===== config.mk =====
export PLATFORM = sky130hd
export DESIGN_NAME = instr_prefetch
export DESIGN_NICKNAME = d
export VERILOG_FILES = /design/src/rtl/instr_prefetch.sv
export SDC_FILE = /design/constraint.sdc
export NUM_CORES = 1
export LEC_CHECK = 0
export ABC_AREA = 1
export BUFFER_PORTS_ARGS = -buffer_cell sky130_fd_sc_hd__buf_2
export CAP_MARGIN = 20
export CORE_MARGIN = 2
export CORE_UTILIZATION = 55
export DETAILED_ROUTE_END_ITERATION = 8
export PLACE_DENSITY = 0.77
export SLEW_MARGIN = 25
export SYNTH_ARGS = -nofsm -noshare
export SYNTH_HDL_FRONTEND = slang
export SYNTH_SLANG_ARGS = --single-unit

===== constraint.sdc =====
create_clock -name clk -period 5.2 [get_ports clk]
set_clock_uncertainty 0.1 [all_clocks]
set_input_delay 0.26 -clock clk [delete_from_list [all_inputs] [get_ports clk]]
set_output_delay 0.26 -clock clk [all_outputs]
set_load 0.02 [all_outputs]

===== src/rtl/instr_prefetch.sv =====
// Instruction prefetch stage: owns the fetch PC, issues word requests to imem and
// buffers returned words with their PCs in a small FIFO presented to fetch/decode.
module instr_prefetch #(
    parameter int          DEPTH    = 4,
    parameter logic [31:0] RESET_PC = 32'h0000_0000
) (
    input  logic                         clk,
    input  logic                         reset,
    input  logic [31:0]                  pcBranch,
    input  logic                         originPc,
    output logic                         imem_req,
    output logic [31:0]                  imem_addr,
    input  logic                         imem_gnt,
    input  logic [31:0]                  imem_data,
    output logic [31:0]                  inst,
    output logic [31:0]                  inst_pc,
    output logic                         inst_valid,
    input  logic                         inst_ready,
    output logic [$clog2(DEPTH+1)-1:0]   count
);

    localparam int AW = $clog2(DEPTH);
    localparam int CW = $clog2(DEPTH + 1);

    logic [31:0]   fpc;
    logic [31:0]   resp_pc;
    logic          inflight;
    logic [AW-1:0] wr_ptr;
    logic [AW-1:0] rd_ptr;
    logic [31:0]   word_mem [DEPTH];
    logic [31:0]   pc_mem   [DEPTH];
    logic [CW:0]   credits;
    logic          grant;
    logic          push;
    logic          pop;
    logic          unused_pc_lsbs;

    // Misaligned branch targets are truncated, so the low bits are never looked at.
    assign unused_pc_lsbs = ^pcBranch[1:0];

    // Issue is credit-limited: a word in flight reserves a slot, so a push never hits a full FIFO.
    assign credits   = {1'b0, count} + {{CW{1'b0}}, inflight};
    assign imem_req  = reset & ~originPc & (credits < (CW+1)'(DEPTH));
    assign imem_addr = fpc;
    assign grant     = imem_req & imem_gnt;
    assign push      = inflight & ~originPc;
    assign pop       = inst_valid & inst_ready & ~originPc;

    assign inst_valid = (count != '0);
    assign inst       = word_mem[rd_ptr];
    assign inst_pc    = pc_mem[rd_ptr];

    always_ff @(posedge clk) begin
        if (push) begin
            word_mem[wr_ptr] <= imem_data;
            pc_mem[wr_ptr]   <= resp_pc;
        end
    end

    // A redirect wins over everything: the buffer, the in-flight response and any pop are dropped.
    always_ff @(posedge clk or negedge reset) begin
        if (!reset) begin
            fpc      <= RESET_PC;
            resp_pc  <= '0;
            inflight <= 1'b0;
            wr_ptr   <= '0;
            rd_ptr   <= '0;
            count    <= '0;
        end else if (originPc) begin
            fpc      <= {pcBranch[31:2], 2'b00};
            inflight <= 1'b0;
            wr_ptr   <= '0;
            rd_ptr   <= '0;
            count    <= '0;
        end else begin
            inflight <= grant;
            if (grant) begin
                resp_pc <= fpc;
                fpc     <= fpc + 32'd4;
            end
            if (push) begin
                wr_ptr <= wr_ptr + 1'b1;
            end
            if (pop) begin
                rd_ptr <= rd_ptr + 1'b1;
            end
            case ({push, pop})
                2'b10:   count <= count + 1'b1;
                2'b01:   count <= count - 1'b1;
                default: count <= count;
            endcase
        end
    end

endmodule


== Word level (Yosys, flattened, before mapping) ==
Memories as Yosys holds them, arrays and structs flattened.
Cells that the tools add are included.

* Register bits: 72
* Word-level logic and storage cells: 41
* Output and inout bits: 101
* Input port bits: 69
* Memories: 2
* Memory bits (writable): 256

* Order comparisons: 1
* Multiplexer cells: 11
* Bitwise gates (word level): 7
* Reductions and logical operators: 6
* Eq/ne operators: 2
* Add/subtract/negate cells: 6

{| class="wikitable"
|+ Memories
! memory !! depth !! width !! rd ports !! clocked after memory_dff !! wr ports !! line !! RTL
|-
| pc_mem || 4 || 32 || 1 || 0 || 1 || 31 || <nowiki>logic [31:0] pc_mem [DEPTH];</nowiki>
|-
| word_mem || 4 || 32 || 1 || 0 || 1 || 30 || <nowiki>logic [31:0] word_mem [DEPTH];</nowiki>
|}

{| class="wikitable"
|+ Operator list
! operator !! number
|-
| 2-to-1 mux 32 bit || 2
|-
| adder 32 x 3 -> 32 bit, second input constant || 1
|-
| 2-to-1 mux 2 bit || 4
|-
| AND 1 bit || 6
|-
| case mux 3 bit (2 select lines) || 1
|-
| nonzero test 2 bit || 3
|-
| nonzero test 3 bit || 2
|-
| adder 2 x 1 -> 2 bit, second input constant || 2
|-
| adder 3 x 1 -> 4 bit || 1
|-
| < comparator 4 x 3 -> 1 bit, second input constant || 1
|-
| adder 3 x 1 -> 3 bit, second input constant || 1
|-
| 2-to-1 mux 1 bit || 3
|-
| 2-to-1 mux 3 bit || 1
|-
| subtractor 3 x 1 -> 3 bit, second input constant || 1
|-
| == test 2 x 1 -> 1 bit, second input constant || 1
|-
| == test 2 bit, second input constant || 1
|-
| AND reduction 2 bit || 1
|-
| inverter 1 bit || 1
|}

== Longest topological paths before layout ==
* Depth after elaboration: 6
* Depth in mapped cells: 10
* Mapped depth without buffers: 10

== Worst setup path after synthesis ==
No wires, ideal clock.

* Path type: input -> register
* Start: input originPc
* End: memory pc_mem[0][10], enable pin
* Stages: 4
* Path buffers: 1
* Arrival time: 3.263 ns
* Path slack: 1.355 ns
* Library setup time: 0.482 ns
* Required time: 4.618 ns
* Cells stage by stage: buf_6 > nor2_1 > inv_1 > nor2_1

* Cells in the longest elaborated chain, start to end: 4

{| class="wikitable"
|+ RTL lines
! what !! line !! RTL
|-
| start: declaration || 10 || <nowiki>input logic originPc,</nowiki>
|-
| inverter 1 bit (no line) || n/a ||
|-
| AND 1 bit || 46 || <nowiki>assign push = inflight & ~originPc;</nowiki>
|-
| 2-to-1 mux 1 bit || 54 || <nowiki>if (push) begin</nowiki>
|-
| 2-to-1 mux 1 bit (implied by the code) || 56 || <nowiki>pc_mem[wr_ptr] <= resp_pc;</nowiki>
|-
| end: declaration || 31 ||
|}

No other way between the ends.

== Worst setup path after layout ==
* Start: register rd_ptr[0]
* End: output inst_pc[13]

* Cells in the longest elaborated chain, start to end: 1

{| class="wikitable"
|+ RTL lines
! what !! line !! RTL
|-
| start: declaration || 29 || <nowiki>logic [AW-1:0] rd_ptr;</nowiki>
|-
| start signal: assignment || 85 || <nowiki>rd_ptr <= rd_ptr + 1'b1;</nowiki>
|-
| memory read (4 x 32 bit) || n/a ||
|-
| end: declaration || 16 || <nowiki>output logic [31:0] inst_pc,</nowiki>
|}

No other way between the ends.

==> results.ini <==
[cells_and_area]
final_cell_mix=edfxtp_1, nand2_1, nor2_1
fill_cells=1743
drive_above_1_share_pct=17.2
nets=1425
final_common_cell=edfxtp_1
seqCellArea_mm2=0.00915
syn2layout_area_growth_pct=20.0
fin_util_pct=66.7
multi_input_area_mm2=0.00326
n_antenna_cell=0

[synthesis]
synth_flop_cell=edfxtp_1
yosys_register_bits=316
ys_seq_area_share_pct=70.6
yosysUniqueCellTypes=31
syn-cell-area_mm2=0.0130
syn_avg_cell_area_um2=11.4
syn_inst=1136
synth_edf_count=248
ys_warn_count=0
async_flop_share_pct=21.5

[route]
dr_total_vias=9017
vias_per_cell=5.33
finalWirelength_mm=28.2
drtIter0Drc=687
drcViolationCount=0
ant_nets=0
wire_per_inst_um=16.7
firstDrtPassIters=5

[power_and_ir_drop]
power_density_mw_per_mm2=420
internal_power_mw=4.54
p_sw_share_pct=30.5
combPwrFrac_pct=20.0
ir_worst_vdd_mv=0.241
clkPwrFrac_pct=31.0
p_seq_share_pct=49.1
switchingPower_mw=1.99
p_leak_nw=6.10

[critical_path]
critPathSlowestCell=buf_4
critPathKind=flop to primary output
slowest_delay_ps=690
path_cells=clkinv_2 > buf_4 > o21ai_0 > o22ai_1 > buf_2
worst_setup_path_start_kind=flop
end_kind=primary output
crit_fanout=73
cp.arrival_ps=3190
cp.required_ps=4840

[cts]
numCtsBuffers=31
clk_pin_slew_ps=60
clock-sinks=316
cts_tree=yes
clockRootBuffer=clkbuf_16
clk_latency_ps=540
cts_setup_buffers=0
htreeDepth=1
post_cts_resized=0
cts_buffer_depth=3

[global_routing]
grt.overflow.total=0
grt_use_total_pct=22.7
antenna_found_initial=0
grt_max_degree=99
grt_pass1_wl_mm=43.6
grt_pass1_vias=8700

[timing]
worstMarginPinSlew_ps=941
setup_viol=0
rsz0062_at_grt=no
min_period_ps=3550
slew_violations=0
finalHoldViolations=0
timing.slew.headroom_pct=37.3
max_freq_ghz=0.281
fin_setup_tns_ps=0
period_share_pct=68.3

[place]
numPortBuffers=163
dp_hpwl_mm=16.6
globalplace.congestion=0.937

[floorplan]
rows=56
die-area_mm2=0.0248
fp.dieH_um=158
fp.coreArea_mm2=0.0233
fp.dieW_um=158
initial_core_util_pct=55.6
io_pins=170

[status]
status=finished, final reports clean

[job]
drv_cap=0

[min_path]
hp-class=input port to flop

==> final cells by class <==
type                       instances  share of cell area [%]
sequential                       316                    58.8
timing repair buffer             238                    9.89
clock buffer                      37                    5.13
clock inverter                    20                   0.788
inverter                          75                    1.83
tap                              319                    2.57
multi-input combinational        688                    21.0
==> timing repair <==
| action | CTS | global route |
|---|---|---|
| hold buffers | 64 | 0 |
| setup endpoints to repair | 0 | 0 |
| endpoints found under the hold margin | 184 | 0 |
==> worst max-delay path, delay by kind of cell, from the launching register on <==
kind | cells | cell delay, ps
DFF | 1 | 620
buffers and inverters | 3 | 1450
AOI/OAI and AO/OA | 2 | 500
==> power groups by stage <==
stage	sequential (mW)	combinational (mW)	clock [mW]
floorplan	3.21	0.833	0
global placement	3.24	1.24	0
detailed placement	3.25	1.26	0
CTS	3.20	1.31	2.06
global route	3.23	1.44	2.15
finish	3.21	1.30	2.02
==> path summary, 6_finish.rpt <==
check | cells after the start | end | slack (ps) | startpoint
worst max-delay path | 5 | inst_pc[13] | 1650 | rd_ptr[0]
worst min-delay path | 2 | rd_ptr[1] | 160 | originPc
worst max register to register | 5 | rd_ptr[1] | 2610 | rd_ptr[0]
worst min register to register | 0 | pc_mem[3][23] | 420 | resp_pc[23]
max in group asynchronous | 3 | rd_ptr[0] | 3760 | reset
min in group asynchronous | 2 | imem_addr[26] | 180 | reset
==> sequential cells by signal, summed over array words and instances (netlist names) <==
name and flops:
inflight 1, rd_ptr 2, word_mem 128, imem_addr 30, resp_pc 30, count 3
pc_mem 120, wr_ptr 2
==> cells in the mapped netlist (4+ instances only) <==
master,instances,area (um^2)
inv_1,72,270
xor2_1,12,105
edfxtp_1,248,7450
nor2_1,171,642
o22ai_1,62,388
ha_1,5,62.6
o211ai_1,6,45.0
o21ai_0,150,751
nand3_1,31,155
nand2_1,197,739
buf_4,7,52.6
nor2_2,4,25.0
dfrtp_1,68,1700
buf_6,6,67.6
buf_2,14,70.1
o21ai_1,27,135
clkbuf_1,33,124
==> stage by stage <==
stage	hold slack [ps]	power (mW)	instance area, um^2	instances	setup WS [ps]
finish	159	6.53	15600	1693	1650
global route	212	6.82	15600	1693	1540
CTS	150	6.57	15600	1693	1710
detailed placement	214	4.51	14000	1572	2270
global placement	226	4.47	14000	1572	2300
floorplan	-136	4.04	13000	1139	1360
==> cell families (layout without fill, tap and decap cells) <==
logic type | Yosys count | in the layout | synth area share [%]
buf+inv | 135 | 370 | 4.59
xor+xnor | 13 | 13 | 0.878
compound gates | 251 | 251 | 10.6
fa+ha+maj | 6 | 6 | 0.637
flops | 316 | 316 | 70.6
simple gates | 414 | 414 | 12.7
other cells | 1 | 4 | 0.0289
==> metal layers <==
layer	share of wire (%)	vias up	GRT usage (%)	wire, um
li1	-	4357	-	-
met5	0	-	0	0
met3	6.0	42	3.33	1710
met1	42	4303	29.5	11900
met4	2.4	0	6.93	688
met2	49	315	39.6	13900
(Power assumes the default switching activity.)
